==> src/rtl/ecc_lockstep_chk.sv <==
// Lockstep SECDED checker for FIFO/RAM read paths: two identical decoders per word,
// cross-compared each cycle, with saturating event counters, sticky fault and fault injection.

module ecc_secded_dec #(
  parameter int DATA_WIDTH   = 172,
  parameter int PARITY_WIDTH = 9
) (
  input  logic [DATA_WIDTH-1:0]   data_in,
  input  logic [PARITY_WIDTH-1:0] parity_in,
  input  logic                    bypass,
  output logic [DATA_WIDTH-1:0]   data_out,
  output logic [DATA_WIDTH-1:0]   mask,
  output logic                    sbit_err,
  output logic                    dbit_err
);
  localparam int R = PARITY_WIDTH - 1;

  // Data bit k occupies the k-th non-power-of-two codeword position (1-based).
  function automatic logic [DATA_WIDTH*R-1:0] build_pos_tbl();
    logic [DATA_WIDTH*R-1:0] tbl;
    int k;
    tbl = '0;
    k   = 0;
    for (int p = 1; p < (32'sd1 <<< R); p++) begin
      if (((p & (p - 32'sd1)) != 32'sd0) && (k < DATA_WIDTH)) begin
        tbl[k*R +: R] = R'(p);
        k++;
      end
    end
    return tbl;
  endfunction

  localparam logic [DATA_WIDTH*R-1:0] POS_TBL = build_pos_tbl();

  function automatic logic [R-1:0] calc_syndrome(input logic [DATA_WIDTH-1:0] d,
                                                 input logic [R-1:0]          chk);
    logic [R-1:0] syn;
    syn = chk;
    for (int i = 0; i < DATA_WIDTH; i++) begin
      if (d[i]) syn = syn ^ POS_TBL[i*R +: R];
    end
    return syn;
  endfunction

  function automatic logic pow2_or_zero(input logic [R-1:0] v);
    return (v & (v - {{(R-1){1'b0}}, 1'b1})) == {R{1'b0}};
  endfunction

  logic [R-1:0]          syn_s;
  logic                  overall_s;
  logic [DATA_WIDTH-1:0] hit_s;

  // Syndrome decode: locate a single flipped data bit or classify the error
  always_comb begin
    syn_s     = calc_syndrome(data_in, parity_in[R-1:0]);
    overall_s = ^{data_in, parity_in};
    hit_s     = '0;
    for (int i = 0; i < DATA_WIDTH; i++) begin
      hit_s[i] = (POS_TBL[i*R +: R] == syn_s);
    end
    mask     = '0;
    sbit_err = 1'b0;
    dbit_err = 1'b0;
    if (bypass) begin
      mask     = '0;
      sbit_err = 1'b0;
      dbit_err = 1'b0;
    end else if (overall_s) begin
      // odd parity: one flip, in data (hit), a check bit (power of two) or overall bit (zero)
      mask     = hit_s;
      sbit_err = (hit_s != '0) || pow2_or_zero(syn_s);
      dbit_err = ~sbit_err;
    end else begin
      mask     = '0;
      sbit_err = 1'b0;
      dbit_err = (syn_s != {R{1'b0}});
    end
    data_out = data_in ^ mask;
  end
endmodule


==> config.mk <==
export PLATFORM = sky130hd
export DESIGN_NAME = ecc_secded_dec
export DESIGN_NICKNAME = d
export VERILOG_FILES = /design/src/rtl/ecc_lockstep_chk.sv
export SDC_FILE = /design/constraint.sdc
export NUM_CORES = 1
export LEC_CHECK = 0
export ABC_CLOCK_PERIOD_IN_PS = 9600
export CORE_AREA = 4 4 206 208
export DETAILED_ROUTE_END_ITERATION = 8
export DIE_AREA = 0 0 210 212
export GPL_TIMING_DRIVEN = 0
export PLACE_DENSITY_LB_ADDON = 0.15
export SLEW_MARGIN = 30
export SYNTH_ARGS = -nofsm -noshare
export SYNTH_HDL_FRONTEND = slang
export SYNTH_SLANG_ARGS = --single-unit
export TNS_END_PERCENT = 5
==> constraint.sdc <==
create_clock -name vclk -period 9.6
set_clock_uncertainty 0.15 [all_clocks]
set_input_delay 2.88 -clock vclk [all_inputs]
set_output_delay 2.88 -clock vclk [all_outputs]
set_load 0.1 [all_outputs]
==> results of run 1 <==
[worst min-delay path by stage]
stage / from / endpoint / slack [ps] / depth (start not counted)
final: data_in[51] / data_out[51] / 5990 / 3
after global routing: data_in[51] / data_out[51] / 6010 / 3
after CTS: data_in[51] / data_out[51] / 6000 / 3
after detailed placement: data_in[92] / data_out[92] / 6520 / 3
after global placement: bypass / dbit_err / 7170 / 3
after floorplan: bypass / dbit_err / 5780 / 1
[stage by stage]
step	setup TNS, ps	hold slack [ps]	cells
2_1_floorplan	-64340	5780	985
3_3_place_gp	-783250	7170	2045
3_5_place_dp	-743330	6520	2046
4_1_cts	-54030	6000	2130
5_1_grt	-41880	6010	2150
6_report	-10270	5990	2151
[critical path: cells and delay by family]
family | cells | cell delay [ps]
xor+xnor | 6 | 1850
buf+inv | 5 | 900
compound gates | 4 | 800
simple gates | 2 | 450
[layer usage]
layer  part of all wire  routed length, um  vias to the layer above
met2               0.54              29400                      317
li1                   -                  -                     4274
met3              0.046               2480                       51
met1               0.39              21200                     4500
met4              0.017                931                        2
met5            0.00024                 13                        -
[area by class of cell]
class	count	area share
antenna	4	0.000566
buffer	26	0.0181
inverter	102	0.0216
multi-input combinational	849	0.574
tap	532	0.0376
timing repair buffer	638	0.348
[layout by cell type (no fill, tap or decap), drive strengths merged, types with 4 or more instances in the layout]
cell type / count
clkdlybuf4s15: 34
nor3: 10
o21ai: 17
nand2: 120
inv: 102
xor2: 106
dlygate4sd2: 77
nor2: 104
nand3: 17
dlymetal6s2s: 11
clkbuf: 72
xnor3: 42
xnor2: 359
or2: 4
clkdlybuf4s50: 25
diode: 4
and2: 4
a31oi: 4
buf: 444
and3: 11
a21oi: 11
xor3: 4
[cells by family (layout without fill, tap and decap cells)]
group,count (synthesis),count (layout),synth area share
compound gates,52,52,0.0463
buf+inv,136,766,0.0750
fa+ha+maj,2,2,0.00275
xor+xnor,511,511,0.711
simple gates,284,284,0.165
other cells,0,4,0
[timing repair]
action	4_1_cts	5_1_grt
buffers inserted	89	17
pin swaps	132	54
resized for setup	2482	451
setup endpoints to repair	346	346
cloned	3	0
endpoints found under the hold margin	0	0
==> results.yml, run 1 <==
run_status:
  violations_in_the_final_reports: "setup timing"
  result_of_the_run: "complete, but fails checks"
critical_path:
  worst_setup_path_startpoint: "data_in[8]"
  timing.critical_path.arrival_ps: 6900
  crit_path_frequent_cell: "sky130_fd_sc_hd__buf_6"
  worst-path-max-fanout: 10
  type_of_the_worst_setup_path: "input port to primary output"
  crit_required_ps: 6570
  critical_path.endpoint_type: "primary output"
  critPathSlowestCell: "sky130_fd_sc_hd__xnor3_2"
  cp-start-kind: "input port"
  crit_end: "dbit_err"
  worst_path_largest_cell_delay_ps: 480
  timing.critical_path.cells: "buf_4 > xnor2_4 > xnor2_2 > buf_6 > xnor3_1 > xnor2_2 > xnor3_1 > xnor3_2 > buf_6 > buf_4 > a21oi_2 > o21ai_0 > a32o_2 > nor4_4 > nand4b_1 > a211oi_2 > buf_6"
global_routing:
  use_met2: 0.442
  largest_net_degree_at_the_start_of_global_routing: 11
  wire_length_of_the_first_global_routing_pass_mm: 73.8
  grt-busiest-layer: "met2"
  grt.met1_usage: 0.278
  number_of_global_route_vias_before_repair: 9563
  grt-ovfl-total: 0
  grt_antenna_before_repair: 5
  groute.layer.met3.usage: 0.0270
  track_usage: 0.228
floorplan:
  rows: 74
  die_y_um: 212
  fp.dieArea_sq_mm: 0.0445
  start_util: 0.180
  floorplan.io_pins: 528
  dieWidth_um: 210
  core_area_sq_mm: 0.0406
finish:
  syn_to_final_growth_pct: 143
  nClkBuffers: 0
  utilization: 0.436
  final_layout_size_suffix_gt1_frac: 0.585
  fin_area_sq_mm: 0.0177
  n_fill_cell: 4051
  seqCellArea_sq_um: 0
  layout.nets: 1799
  n_sequential_cell: 0
  multiInputGateArea_sq_mm: 0.0102
cts:
  ctsHoldBuffers: 0
timing:
  max_freq_ghz: 0.101
  worst_pin_slew_ps: 631
  final_period_minus_worst_setup_slack_ps: 9930
  min_period_over_period: 1.03
  final_worst_setup_slack_ps: -330
  grt_setup_unrepaired: "true"
  timing.max_slew.rel_slack: 0.578
  drv_slew: 0
  hold_viol: 0
  setup_viol: 170
routing:
  drt_iter0_markers: 463
  vias_per_cell: 4.25
  postRouteWirelength_mm: 54.0
  remaining_antenna_violation_count: 0
  dr.pass1.iters: 5
  post-route-drc-count: 0
  wire_per_inst_um: 25.1
  vias: 9144
worst_hold_path:
  min_path_type: "input port to primary output"
logic_synthesis:
  syn_nets: 1167
  synthDistinctLibCells: 50
  netlist_top_cells_count: "351 x sky130_fd_sc_hd__xnor2_1, 119 x sky130_fd_sc_hd__nand2_1, 105 x sky130_fd_sc_hd__xor2_1, 103 x sky130_fd_sc_hd__nor2_1, 102 x sky130_fd_sc_hd__inv_1"
  synth.largest_area_cell: "sky130_fd_sc_hd__xnor2_1"
  syn_inst: 985
  netlist.area_leader.share: 0.422
  seq_area_frac_synth: 0
  post-synth-top-count-cell: "sky130_fd_sc_hd__xnor2_1"
  synth.area.top_cells: "sky130_fd_sc_hd__xnor2_1 42%, sky130_fd_sc_hd__xnor3_1 13%, sky130_fd_sc_hd__xor2_1 13%, sky130_fd_sc_hd__nand2_1 6.1%, sky130_fd_sc_hd__nor2_1 5.3%"
  syn_area_per_cell_sq_um: 7.40
  synth.cell_area_sq_mm: 0.00729
  synth-warning-count: 0
placed_design:
  portBuffers: 528
  dpl-instance-area_sq_mm: 0.0148
  place_congestion: 0.880
  post-place-ws_ps: -2610
  detailed_place_hpwl_mm: 46.5
job:
  cap_violations: 0
Power of run 1 is not shown: default switching activity piles up to over one toggle a cycle in this logic, so the estimate is an artifact.
==> run 2: changes to the inputs <==
- SLEW_MARGIN: 30 -> 25
==> run 2 against run 1 <==
  * The run still ends with setup timing left
  * Worst hold slack worse by 31 ps
  * Wire length is 1.9% higher
  * Fmax is 1.1% lower
  * First-iteration DRC count is 8.6% higher
  * Die area stayed put
  * Via count is 0.33% higher
  * Global-route usage is 0.12 points lower
  * Sequential share of layout area stayed put
  * Critical endpoint unchanged
  * Largest cell class unchanged
==> results.yml, run 2 (synthesis results as in run 1) <==
global_routing:
  grt-ovfl-total: 0
  grt_antenna_before_repair: 3
  wire_length_of_the_first_global_routing_pass_mm: 73.0
  largest_net_degree_at_the_start_of_global_routing: 11
  track_usage: 0.227
  number_of_global_route_vias_before_repair: 9384
worst_hold_path:
  holdPathStages: 3
  whs_endpoint: "data_out[151]"
  timing.hold.worst.start: "data_in[151]"
  min_path_type: "input port to primary output"
critical_path:
  crit_required_ps: 6570
  type_of_the_worst_setup_path: "input port to primary output"
  timing.critical_path.cells: "clkdlybuf4s15_2 > xnor2_2 > xnor2_2 > xnor3_2 > xnor3_1 > xnor3_2 > xnor2_4 > buf_12 > buf_4 > nand4_1 > nor4b_2 > a31oi_1 > o2111ai_2 > nor4_2 > nand4b_1 > a211oi_2 > buf_6"
  critPathSlowestCell: "sky130_fd_sc_hd__xnor3_2"
  worst-path-max-fanout: 7
  crit_cells: 17
  worst_path_largest_cell_delay_ps: 410
  cp-start-kind: "input port"
  timing.critical_path.arrival_ps: 7010
  critical-path-top-delay-family: "XOR/XNOR gates"
  critical_path.endpoint_type: "primary output"
  worstPathBufferInverterCount: 4
floorplan:
  floorplan.io_pins: 528
  dieWidth_um: 210
  core_area_sq_mm: 0.0406
  die_y_um: 212
  start_util: 0.180
  rows: 74
  fp.dieArea_sq_mm: 0.0445
routing:
  drt_iter0_markers: 503
  dr.pass1.iters: 4
  postRouteWirelength_mm: 55.0
  remaining_antenna_violation_count: 0
  vias_per_cell: 4.25
  post-route-drc-count: 0
  wire_per_inst_um: 25.5
  vias: 9174
finish:
  utilization: 0.447
  layout.nets: 1810
  fin_area_sq_mm: 0.0181
  final_layout_size_suffix_gt1_frac: 0.625
  syn_to_final_growth_pct: 148
  n_fill_cell: 4010
  layout.cells.most_common_list: "212 x sky130_fd_sc_hd__buf_4, 179 x sky130_fd_sc_hd__xnor2_1, 158 x sky130_fd_sc_hd__xnor2_2"
  seqCellArea_sq_um: 0
  nClkBuffers: 0
  most_frequent_standard_cell_in_the_layout_excluding_fill_and_tap_cells: "sky130_fd_sc_hd__buf_4"
  n_sequential_cell: 0
run_status:
  result_of_the_run: "complete, but fails checks"
  violations_in_the_final_reports: "setup timing"
timing:
  hold_viol: 0
  final_period_minus_worst_setup_slack_ps: 10040
  setup_viol: 62
  max_freq_ghz: 0.0996
  setup-tns-final_ps: -2830
  hold_slack_ps: 5960
  worst_pin_slew_ps: 584
  final_worst_setup_slack_ps: -440
  drv_slew: 0
  min_period_over_period: 1.05
  grt_setup_unrepaired: "true"
  timing.max_slew.rel_slack: 0.610
job:
  cap_violations: 0
placed_design:
  dpl-instance-area_sq_mm: 0.0148
  detailed_place_hpwl_mm: 46.5
  place_congestion: 0.880
  portBuffers: 528
cts:
  ctsHoldBuffers: 0
[run 2: per-stage QoR]
stage | worst slack (ps) | std cells
6_report | -440 | 2160
2_1_floorplan | -629 | 985
5_1_grt | -530 | 2159
4_1_cts | -474 | 2101
3_5_place_dp | -2710 | 2045
3_3_place_gp | -2790 | 2045
[run 2: how the worst max path moves through the flow]
stage	endpoint	from
6_report	dbit_err	data_in[69]
5_1_grt	dbit_err	data_in[131]
4_1_cts	dbit_err	data_in[134]
3_5_place_dp	sbit_err	data_in[152]
3_3_place_gp	sbit_err	data_in[152]
2_1_floorplan	dbit_err	data_in[52]
[run 2: routing by layer]
| metal | global-route usage | share of wire |
|---|---|---|
| met5 | 0 | 0.00024 |
| met4 | 0.0329 | 0.019 |
| met3 | 0.0205 | 0.043 |
| met2 | 0.440 | 0.55 |
| met1 | 0.279 | 0.39 |
[run 2: layout make-up]
cell class	instances	area, sq um	share of cell area
plain buffers	27	333	0.0184
repair buffers	647	6190	0.342
multi-input cells	850	10500	0.582
diodes	2	5.00	0.000276
well taps	532	666	0.0368
inverters	102	383	0.0211
[run 2: timing repair]
item	in CTS	in global routing
gates cloned	2	4
buffers inserted	61	54
pin swaps	87	137
resized for setup	2296	794
endpoints found under the setup margin	346	346
Power of run 2 is left out for the same reason.
